### src/rtl/arb_pkg.sv
// Shared definitions for the 16-way round-robin arbiter.
//   N_REQ      : number of requesters
//   IDX_W      : width of a requester index
//   state_t    : arbiter FSM states
//   mask_below : all bits strictly below a given index
package arb_pkg;

  localparam int unsigned N_REQ = 16;
  localparam int unsigned IDX_W = 4;

  typedef enum logic {
    IDLE  = 1'b0,
    GRANT = 1'b1
  } state_t;

  function automatic logic [N_REQ-1:0] mask_below(input logic [IDX_W-1:0] idx);
    return (N_REQ'(1) << idx) - N_REQ'(1);
  endfunction

endpackage

### src/rtl/prio_enc16.sv
// 16-bit priority encoder, highest set bit wins.
//   i_vec   : input vector
//   o_idx   : index of the highest set bit (0 when i_vec is zero)
//   o_valid : any bit of i_vec set
module prio_enc16
  import arb_pkg::*;
(
  input  logic [N_REQ-1:0] i_vec,
  output logic [IDX_W-1:0] o_idx,
  output logic             o_valid
);

  // Ascending scan: later (higher) hits overwrite earlier ones.
  always_comb begin
    o_idx = '0;
    for (int unsigned i = 0; i < N_REQ; i++) begin
      if (i_vec[i]) o_idx = IDX_W'(i);
    end
  end

  assign o_valid = |i_vec;

endmodule

### src/rtl/rr_arbiter16.sv
// Round-robin arbiter sharing one resource among 16 requesters.
// Descending priority, rotating below the last winner; grants are held
// until released or until MAX_HOLD consecutive cycles force preemption.
//   clk       : clock, rising edge
//   rst       : asynchronous active-high reset
//   en        : arbitration enable (only consulted when idle)
//   req       : request bits, one per requester
//   gnt       : registered one-hot grant
//   gnt_idx   : index of granted requester, 0 when no grant
//   gnt_valid : any grant active
//   preempt   : one-cycle pulse after a forced release
module rr_arbiter16
  import arb_pkg::*;
#(
  parameter int unsigned N        = 16,
  parameter int unsigned IDXW     = 4,
  parameter int unsigned MAX_HOLD = 8
) (
  input  logic            clk,
  input  logic            rst,
  input  logic            en,
  input  logic [N-1:0]    req,
  output logic [N-1:0]    gnt,
  output logic [IDXW-1:0] gnt_idx,
  output logic            gnt_valid,
  output logic            preempt
);

  localparam int unsigned       HOLD_W   = (MAX_HOLD == 0) ? 1 : $clog2(MAX_HOLD + 1);
  localparam logic [HOLD_W-1:0] HOLD_LIM = HOLD_W'(MAX_HOLD);

  state_t            r_state, w_state;
  logic [N-1:0]      r_gnt, w_gnt;
  logic [IDXW-1:0]   r_idx, w_idx;
  logic [IDXW-1:0]   r_last, w_last;
  logic [HOLD_W-1:0] r_hold, w_hold;
  logic              r_preempt, w_preempt;

  logic [N-1:0]      w_req_masked;
  logic [IDXW-1:0]   w_m_idx, w_u_idx, w_win;
  logic              w_m_valid, w_u_valid;
  logic              w_cur_req, w_limit;

  // Only requesters below the last winner compete in the masked pass.
  assign w_req_masked = req & mask_below(r_last);

  prio_enc16 u_enc_masked (
    .i_vec   (w_req_masked),
    .o_idx   (w_m_idx),
    .o_valid (w_m_valid)
  );

  prio_enc16 u_enc_all (
    .i_vec   (req),
    .o_idx   (w_u_idx),
    .o_valid (w_u_valid)
  );

  assign w_win     = w_m_valid ? w_m_idx : w_u_idx;
  assign w_cur_req = req[r_idx];
  assign w_limit   = (MAX_HOLD != 0) && (r_hold == HOLD_LIM);

  always_comb begin
    w_state   = r_state;
    w_gnt     = r_gnt;
    w_idx     = r_idx;
    w_last    = r_last;
    w_hold    = r_hold;
    w_preempt = 1'b0;
    case (r_state)
      IDLE: begin
        if (en && w_u_valid) begin
          w_state = GRANT;
          w_gnt   = N'(1) << w_win;
          w_idx   = w_win;
          w_last  = w_win;
          w_hold  = HOLD_W'(1);
        end else begin
          w_gnt = '0;
          w_idx = '0;
        end
      end
      GRANT: begin
        if (!w_cur_req || w_limit) begin
          w_state   = IDLE;
          w_gnt     = '0;
          w_idx     = '0;
          // A drop coinciding with the limit is voluntary: only pulse
          // when the owner still wanted the resource.
          w_preempt = w_cur_req;
        end else if ((MAX_HOLD != 0) && (r_hold != HOLD_LIM)) begin
          w_hold = r_hold + HOLD_W'(1);
        end
      end
      default: begin
        w_state = IDLE;
        w_gnt   = '0;
        w_idx   = '0;
      end
    endcase
  end

  always_ff @(posedge clk or posedge rst) begin
    if (rst) begin
      r_state   <= IDLE;
      r_gnt     <= '0;
      r_idx     <= '0;
      r_last    <= '0;
      r_hold    <= '0;
      r_preempt <= 1'b0;
    end else begin
      r_state   <= w_state;
      r_gnt     <= w_gnt;
      r_idx     <= w_idx;
      r_last    <= w_last;
      r_hold    <= w_hold;
      r_preempt <= w_preempt;
    end
  end

  assign gnt       = r_gnt;
  assign gnt_idx   = r_idx;
  assign gnt_valid = |r_gnt;
  assign preempt   = r_preempt;

endmodule

### config.mk
export PLATFORM = sky130hd
export DESIGN_NAME = rr_arbiter16
export DESIGN_NICKNAME = d
export VERILOG_FILES = /design/src/rtl/arb_pkg.sv /design/src/rtl/prio_enc16.sv /design/src/rtl/rr_arbiter16.sv
export SDC_FILE = /design/constraint.sdc
export NUM_CORES = 1
export LEC_CHECK = 0
export ABC_AREA = 1
export BUFFER_PORTS_ARGS = -buffer_cell sky130_fd_sc_hd__clkbuf_2
export CAP_MARGIN = 30
export CORE_UTILIZATION = 50
export CTS_CLUSTER_DIAMETER = 120
export DETAILED_ROUTE_END_ITERATION = 7
export GPL_ROUTABILITY_DRIVEN = 0
export HOLD_SLACK_MARGIN = 0.02
export PLACE_DENSITY = 0.76
export SETUP_SLACK_MARGIN = 0.02
export SYNTH_ARGS = -nofsm -noshare
export SYNTH_HDL_FRONTEND = slang
export SYNTH_SLANG_ARGS = --single-unit
### constraint.sdc
create_clock -name clk -period 2.65 [get_ports clk]
set_clock_uncertainty 0.2 [all_clocks]
set_input_delay 0.3975 -clock clk [delete_from_list [all_inputs] [get_ports clk]]
set_output_delay 0.3975 -clock clk [all_outputs]
set_load 0.02 [all_outputs]
**Yosys cells after proc, flatten, opt, wreduce, memory -nomap -nowiden**

Index checks and enable logic that the tools add are counted.

- Add/sub/neg operators: 2
- Magnitude comparators: 1
- Equality and inequality tests: 6
- Shift operators: 2
- Multiplexer cells: 48
- Bitwise operators: 2
- Reduce and logical (&&, ||, !) cells: 8

Operators with widths:

| cell | number |
|---|---|
| $mux W4 | 22 |
| $reduce_or A16 Y1 | 3 |
| $mux W16 | 2 |
| $pmux W16 S2 | 1 |
| $shl A1 B4 Y16 const A | 2 |
| $mux W3 | 8 |
| $and A16 B16 Y16 | 1 |
| $pmux W4 S2 | 2 |
| $sub A16 B2 Y16 const B | 1 |
| $mux W2 | 4 |
| $mux W1 | 7 |
| $lt A4 B5 Y1 const B | 1 |
| $add A4 B1 Y4 const B | 1 |
| $bmux W1 S4 | 1 |
| $eq A4 B4 Y1 const B | 1 |
| $ne A2 B1 Y1 const B | 2 |
| $ne A2 B2 Y1 const B | 2 |
| $ne A4 B4 Y1 const B | 1 |
| $reduce_and A3 Y1 | 1 |
| $pmux W1 S2 | 1 |
| $reduce_and A2 Y1 | 1 |
| $logic_and A1 B1 Y1 | 1 |
| $logic_not A1 Y1 | 1 |
| $logic_or A1 B1 Y1 | 1 |
| $not A1 Y1 | 1 |

- Flip-flop bits (word level): 30
- Bits of input ports: 19
- Output and inout bits: 22

**Depth between registers and ports, before layout**

Gate-level depths: netlist of run 1.

- Depth after elaboration: 22
- Gate-level depth with buffers: 25
- Gate-level depth less buffers: 24

**Cells and area by module**

Synthesis of run 1 repeated with hierarchy kept, for this count alone.

- Cells, all modules: 344
- Area total of the unflattened synthesis: 2,193.4 um^2

Modules (own cells, without submodules):

| module | instances | cells each | area each (um^2) | seq. area each (um^2) |
|---|---|---|---|---|
| rr_arbiter16 | 1 | 248 | 1,810.5 | 750.7 |
| prio_enc16 | 2 | 48 | 191.4 | 0.0 |

**Worst setup path before layout of run 1**

Ideal clock, no wire load.

- Path kind: register -> register
- Start: register r_last[3]
- End: register r_gnt[0] (netlist: gnt[0])
- Data arrival time: 2,220 ps
- Data required time: 2,326 ps
- Slack: 106 ps
- Stages on the path, launching flop included: 20
- Buffers on the path: 1
- Path through: dfrtp_1 > buf_6 > nor2_2 > inv_1 > nor2_1 > inv_1 > ha_1 > inv_1 > a21oi_2 > or2_4 > nand3_4 > nand2_2 > nor2_4 > nand2_4 > inv_4 > nand2_2 > nand2_4 > inv_4 > nand4_1 > o21bai_1

- Longest elaborated chain between the ends: 22
- Elaborated cells on any way between the ends: 23
- Classes of those cells: 1 x add/sub; 2 x shift; 18 x mux; 1 x bitwise; 1 x reduce/logical

Ends and longest elaborated chain:

| item | RTL line | text |
|---|---|---|
| start, declared | rr_arbiter16.sv:35 | `logic [IDXW-1:0] r_last, w_last;` |
| start signal, assigned | rr_arbiter16.sv:115 | `r_last <= w_last;` |
| $shl A1 B4 Y16 (*) | arb_pkg.sv:17 | `return (N_REQ'(1) << idx) - N_REQ'(1);` |
| $sub A16 B2 Y16 (*) | arb_pkg.sv:17 |  |
| $and A16 B16 Y16 (*) | rr_arbiter16.sv:45 | `assign w_req_masked = req & mask_below(r_last);` |
| $mux W1 | prio_enc16.sv:17 | `if (i_vec[i]) o_idx = IDX_W'(i);` |
| $mux W2 (2 in series) | prio_enc16.sv:17 |  |
| $mux W3 (4 in series) | prio_enc16.sv:17 |  |
| $mux W4 (8 in series) | prio_enc16.sv:17 |  |
| $mux W4 (*) | rr_arbiter16.sv:59 | `assign w_win = w_m_valid ? w_m_idx : w_u_idx;` |
| $shl A1 B4 Y16 (*) | rr_arbiter16.sv:74 | `w_gnt = N'(1) << w_win;` |
| $mux W16 (*) | rr_arbiter16.sv:72 | `if (en && w_u_valid) begin` |
| $pmux W16 S2 (*) | rr_arbiter16.sv:70 | `case (r_state)` |
| end signal, assigned | rr_arbiter16.sv:113 | `r_gnt <= w_gnt;` |
| end, declared | rr_arbiter16.sv:33 | `logic [N-1:0] r_gnt, w_gnt;` |

Every way passes the cells marked *; elsewhere a longest branch is shown, timed or not.
A chain may end at the register's enable or synchronous reset.

**Final worst setup path of run 1**

- Start: register r_last[1]
- End: register r_gnt[12] (netlist: gnt[12])

Same word-level chain as after synthesis.

==> run_results.csv, run 1 <==
group,metric,value,unit
outcome,status,"finished, final reports clean",
pwr,power_leakage,1.43,nW
floorplan,io_pins,41,
floorplan,row_count,23,
finish,stdcell_area,2760,um2
synthesis,synth_top_area_cell,"dfrtp_1",
critical_path,r2r_cells,18,
timing,rsz0062_at_grt,"true",
floorplan,start_util,52.9,%
critical_path,r2r-start,"r_last[1]",
floorplan,coreArea,4090,um2
critical_path,cp_data_arrival_time,2.59,ns
pwr,power_frac_seq,20.2,%
finish,mostFrequentLayoutCell,"nand2_1",
pwr,pwr-share-clk,9.3,%
pwr,swShare,51.7,%
synthesis,synth_nets,325,
pwr,power_frac_comb,70.5,%
finish,drive_above_1_share,33.2,%
timing,period_minus_slack,2.59,ns
place,placed_area,2510,um2
place,dp.cells,404,
synthesis,postSynthAreaPerCell,7.13,um2
critical_path,crit_fanout,6,
finish,final_cell_mix,"59 x nand2_1, 42 x inv_1, 40 x clkbuf_2, 29 x dfrtp_1, 25 x nor2_1",
critical_path,cp_cell_sequence,"buf_4, nor2_4, nand3_2, ha_4, buf_4, nand3_2, nand2_2, nor2_4, nor2_4, nand2_2, nor2_4, nand2_4, inv_4, nand2_4, nand3_4, inv_4, nand4_1, o21bai_1",
global_routing,grt_max_degree,31,
clocking,cts_tree,"yes",
timing,fmax,0.386,GHz
route,wl,5880,um
clocking,clock_latency,0.28,ns
route,firstDrtPassIters,5,
finish,fin_cells,421,
critical_path,cp-endpoint,"gnt[12]",
synthesis,yosysTopAreaCellShare,34.7,%
timing,setup_viol,0,
clocking,clk_pin_slew,0.06,ns
clocking,cts.sinks,30,
critical_path,crit_path_end_kind,"flop",
critical_path,worst_path_dominant_cell_family,"simple AND/OR/NAND/NOR gates",
finish,n_antenna_cell,0,
timing,slew_headroom,74.8,%
clocking,root_buffer,"clkbuf_8",
critical_path,path_depth,18,
critical_path,slowest_delay,0.39,ns
place,dp_hpwl,4620,um
route,vias,2268,
route,drc_errors,0,
global_routing,grt_use_total,28.8,%
critical_path,path_buf_inv,4,
synthesis,synth-seq-cells,30,
pwr,ir_worst_vdd,707,uV
clocking,ctsHtreeMaxLevel,2,
clocking,clockBufferDepth,2,
synthesis,ys_seq_area_share,34.7,%
critical_path,critPathLaunchType,"flop",
clocking,cts_inserted_buffers,5,
finish,fin_util,67.5,%
route,viasPerCell,5.39,
worst_hold_path,holdCritPathClass,"flop to flop",
critical_path,cp_slowest_cell,"dfrtp_1",
route,ant_nets,0,
global_routing,antenna_found_initial,0,
pwr,p_switching,1.89,mW
timing,setup_tns,0,ns
route,drt_iter0_markers,180,
pwr,p_per_area,1320,nW/um2
timing,hold_viol_final,0,
floorplan,dieArea,4590,um2
pwr,cell_internal_pwr,1.76,mW
timing,finalMaxSlewViolations,0,
floorplan,die_w,67.7,um
finish,nets,393,
critical_path,setup.worst_path.class,"flop to flop",
critical_path,r2r_setup_slack,0.06,ns
timing,min_period_over_period,97.8,%
global_routing,grt_overflow_total,0,
critical_path,path_common_cell,"nor2_4",
finish,syn_to_final_growth,27.7,%
floorplan,die_h,67.7,um
global_routing,grt_pass1_wl,9700,um
global_routing,first_global_vias,2128,
synthesis,yosysUniqueCellTypes,36,
critical_path,crit_required,2.65,ns
critical_path,cp-startpoint,"r_last[1]",
synthesis,netlist_top_cells_area,"dfrtp_1 35%, nand2_1 11%, inv_1 7.8%, o21ai_0 5.1%, nor2_1 4.9%",
timing,tightest_slew,0.378,ns
route,detail_route.wl_per_cell,14.0,um
synthesis,mappedNetlistArea,2160,um2
finish,nFillCells,342,
critical_path,r2r-end,"gnt[12]",
place,io_buffers,40,
run,maxCapViolations,0,
synthesis,synthCells,303,
synthesis,ys_warn_count,0,
-- cell type report --
| type | instances | area [um2] | share of cell area (%) |
|---|---|---|---|
| Tap cell | 50 | 62.6 | 2.27 |
| Clock buffer | 7 | 76.3 | 2.77 |
| Timing Repair Buffer | 64 | 387 | 14.0 |
| Multi-Input combinational cell | 214 | 1260 | 45.8 |
| Sequential cell | 30 | 752 | 27.2 |
| Inverter | 56 | 218 | 7.89 |
-- layer usage --
metal	wire (um)	share of wire, %	GRT usage [%]	vias up
met5	0	0	0	-
met4	105	1.8	9.31	0
met3	374	6.4	5.24	13
met2	2680	46	46.8	78
met1	2720	46	38.3	1051
li1	-	-	-	1126
-- registers in the layout (all words and copies together), names as in the netlist --
| name | cells |
|---|---|
| r_hold | 4 |
| r_state | 1 |
| gnt_idx | 4 |
| preempt | 1 |
| r_last | 4 |
| gnt | 16 |
-- worst register-to-register path, delay by kind of cell (launching register included) --
kind            cells  cell delay, ns
simple gates       12            1.10
buf+inv             4            0.44
flops               1            0.39
fa+ha+maj           1            0.20
compound gates      1            0.18
-- through the flow --
step	setup slack (ns)	hold WS [ns]	power [mW]
global route	-0.142	0.345	3.97
finish	0.0584	0.312	3.65
global placement	0.0598	0.266	2.87
detailed placement	-0.0279	0.275	2.93
CTS	0.0223	0.317	3.29
floorplan	0.106	0.288	2.27
-- worst min path at each step --
stage | from | endpoint | slack, ns | cells after the start
6_report | gnt[3] | gnt[3] | 0.31 | 2
4_1_cts | gnt[3] | gnt[3] | 0.32 | 2
2_1_floorplan | rst | gnt[0] | 0.29 | 1
5_1_grt | gnt[1] | gnt[1] | 0.34 | 2
3_5_place_dp | rst | r_hold[2] | 0.27 | 3
3_3_place_gp | rst | gnt[8] | 0.27 | 3
-- what timing repair did --
action	in CTS	in global routing
pin swaps	0	11
hold buffers	1	0
hold endpoints to repair	30	0
gates resized for setup	2	26
setup endpoints to repair	12	24
buffers inserted	0	9
-- synthesized netlist by cell type --
cell      count
nand2_1      61
inv_1        45
dfrtp_1      30
nor2_1       28
o21ai_0      22
nand3_1      20
a21oi_1      15
nand4_1      13
o21bai_1      8
inv_2         7
nand2_2       7
nor3_1        4
nor4_1        4
a21oi_2       3
ha_1          3
inv_4         3
nand2_4       3
nor2_2        3
nor2_4        3
o211ai_1      3
nand3_4       2
o21ai_1       2
a31o_2        1
and3_1        1
buf_2         1
buf_6         1
clkbuf_1      1
clkinv_1      1
nand3_2       1
nand4_2       1
nor2_8        1
nor3_2        1
o21ai_2       1
o21bai_2      1
o31a_1        1
or2_4         1
-- cells by family after synthesis --
kind of cell | Yosys count | synth area share, %
AND/OR/NAND/NOR | 154 | 36.7
buffers and inverters | 59 | 11.0
AO/OA/AOI/OAI | 57 | 15.8
flip-flops | 30 | 34.7
adder cells (fa/ha/maj) | 3 | 1.74
-- power by group through the flow --
stage / clock (mW) / combinational (mW) / sequential, mW
3_3_place_gp: 0 / 2.14 / 0.730
2_1_floorplan: 0 / 1.46 / 0.811
5_1_grt: 0.360 / 2.85 / 0.757
6_report: 0.340 / 2.57 / 0.738
4_1_cts: 0.347 / 2.22 / 0.728
3_5_place_dp: 0 / 2.19 / 0.733
Note: power is estimated with default switching activity, not from simulation.
==> inputs of run 2 (changes only) <==
--- a/config.mk
+++ b/config.mk
@@ -8,6 +8,7 @@
 export ABC_AREA = 1
 export BUFFER_PORTS_ARGS = -buffer_cell sky130_fd_sc_hd__clkbuf_2
 export CAP_MARGIN = 30
+export CORE_ASPECT_RATIO = 1.25
 export CORE_UTILIZATION = 50
 export CTS_CLUSTER_DIAMETER = 120
 export DETAILED_ROUTE_END_ITERATION = 7
==> run 2 against run 1 <==
  * Fmax is 0.23% higher
  * Utilization grew 1.1 points
  * Clock power up 12%
  * Critical path depth unchanged
  * Wire length is 6.8% higher
  * Power rose by 6.0%
  * Non-clock buffer count up 3
  * Sequential share of layout area is 0.77 points lower
  * Die area about the same
  * Largest cell class unchanged
==> run_results.csv, run 2 (same netlist as run 1, synthesis figures left out) <==
group,metric,value,unit
outcome,status,"finished, final reports clean",
floorplan,start_util,52.3,%
global_routing,grt_pass1_wl,9560,um
timing,fmax,0.387,GHz
floorplan,die_w,60.8,um
route,detail_route.wl_per_cell,14.5,um
finish,fin_util,68.6,%
route,drc_errors,0,
finish,fin_cells,432,
route,drt_iter0_markers,262,
run,maxCapViolations,0,
finish,nets,397,
critical_path,crit_required,2.65,ns
clocking,root_buffer,"clkbuf_8",
place,dp.cells,408,
pwr,power_leakage,1.46,nW
route,vias,2358,
finish,syn_to_final_growth,31.2,%
floorplan,row_count,26,
floorplan,io_pins,41,
critical_path,crit_path_end_kind,"flop",
global_routing,first_global_vias,2121,
timing,period_minus_slack,2.59,ns
timing,finalMaxSlewViolations,0,
clocking,cts_inserted_buffers,5,
timing,setup_tns,0,ns
finish,stdcell_area,2840,um2
critical_path,setup.worst_path.class,"flop to flop",
finish,nFillCells,355,
clocking,clockBufferDepth,2,
pwr,ir_worst_vdd,989,uV
place,dpl_worst_slack,-0.00559,ns
place,io_buffers,40,
global_routing,grt_max_degree,31,
route,firstDrtPassIters,4,
timing,hold_viol_final,0,
worst_hold_path,holdCritPathClass,"flop to flop",
critical_path,critPathLaunchType,"flop",
route,ant_nets,0,
critical_path,cp_data_arrival_time,2.59,ns
finish,n_antenna_cell,0,
finish,final_cell_mix,"57 x nand2_1, 42 x inv_1, 40 x clkbuf_2, 30 x dfrtp_1",
route,wl,6280,um
floorplan,die_h,75.5,um
finish,drive_above_1_share,35.1,%
global_routing,antenna_found_initial,0,
route,viasPerCell,5.46,
timing,slew_headroom,74.9,%
timing,setup_viol,0,
critical_path,crit_fanout,6,
clocking,cts_tree,"yes",
clocking,clock_latency,0.28,ns
floorplan,coreArea,4130,um2
timing,timing.hold.ws,0.314,ns
pwr,p_per_area,1360,nW/um2
place,dp_hpwl,4520,um
global_routing,grt_use_total,28.6,%
timing,layout_setup_ws,0.0645,ns
place,placed_area,2500,um2
timing,min_period_over_period,97.6,%
timing,rsz0062_at_grt,"true",
floorplan,dieArea,4590,um2
clocking,clk_pin_slew,0.07,ns
pwr,p_total,3.87,mW
clocking,ctsHtreeMaxLevel,2,
global_routing,grt_overflow_total,0,
finish,mostFrequentLayoutCell,"nand2_1",
finish,largest_reg_flops,16,
clocking,cts.sinks,30,
timing,tightest_slew,0.377,ns
[run 2: cell count changes in the layout (fill, tap and decap cells not counted), moves of 3 or more]
cell,previous run,this run
nor2_2,3,6
o21ai_1,5,1
o21ai_0,19,22
inv_4,3,6
inv_2,10,7
[run 2: critical path: stages, from the launching register on]
cell and delay (ns):
dfrtp_1 0.39, buf_4 0.15, nor2_2 0.12, nand3_2 0.11
ha_4 0.20, buf_6 0.13, o211ai_1 0.11, nand3_2 0.14
nand2_1 0.08, nand2_1 0.06, nand2_1 0.06, nand2_1 0.05
nand2_1 0.06, nand2_1 0.05, nand2_1 0.06, nand2_2 0.06
nand2_4 0.10, nand4_1 0.16, o21bai_1 0.21
[run 2: report_power, final]
| group | total [mW] | switching, mW | internal [mW] |
|---|---|---|---|
| clock network | 0.382 | 0.173 | 0.209 |
| logic | 2.76 | 1.70 | 1.06 |
| registers | 0.725 | 0.122 | 0.603 |
| total | 3.87 | 1.99 | 1.88 |
[run 2: worst paths after layout]
check,startpoint,end,slack [ns],cells past startpoint
worst max-delay path,r_last[1],gnt[12],0.06,18
worst min-delay path,gnt[9],gnt[9],0.31,2
worst max register to register,r_last[1],gnt[12],0.06,18
worst min register to register,gnt[9],gnt[9],0.31,2
max in group asynchronous,rst,gnt[0],1.45,4
min in group asynchronous,rst,r_hold[1],0.52,4
[run 2: cell type report]
| cell class | count | area [um2] | area share (%) |
|---|---|---|---|
| well taps | 56 | 70.1 | 2.47 |
| multi-input cells | 215 | 1280 | 45.3 |
| clock inverters | 1 | 5.00 | 0.177 |
| inverters | 56 | 225 | 7.94 |
| flip-flops and latches | 30 | 751 | 26.5 |
| clock buffers | 7 | 86.3 | 3.05 |
| repair buffers | 67 | 413 | 14.6 |
[run 2: repair_timing]
item / 4_1_cts / 5_1_grt
endpoints found under the setup margin: 6 / 24
endpoints found under the hold margin: 30 / 0
hold buffers: 1 / 0
resized for setup: 2 / 30
pin swaps: 2 / 21
gates cloned: 0 / 1
setup buffers: 3 / 11
[run 2: layer usage]
metal	vias to the layer above	GRT usage (%)	wire length, um
met3	26	5.09	320
li1	1141	-	-
met5	-	0	0
met1	1097	33.7	2500
met4	0	15.7	299
met2	94	48.8	3160
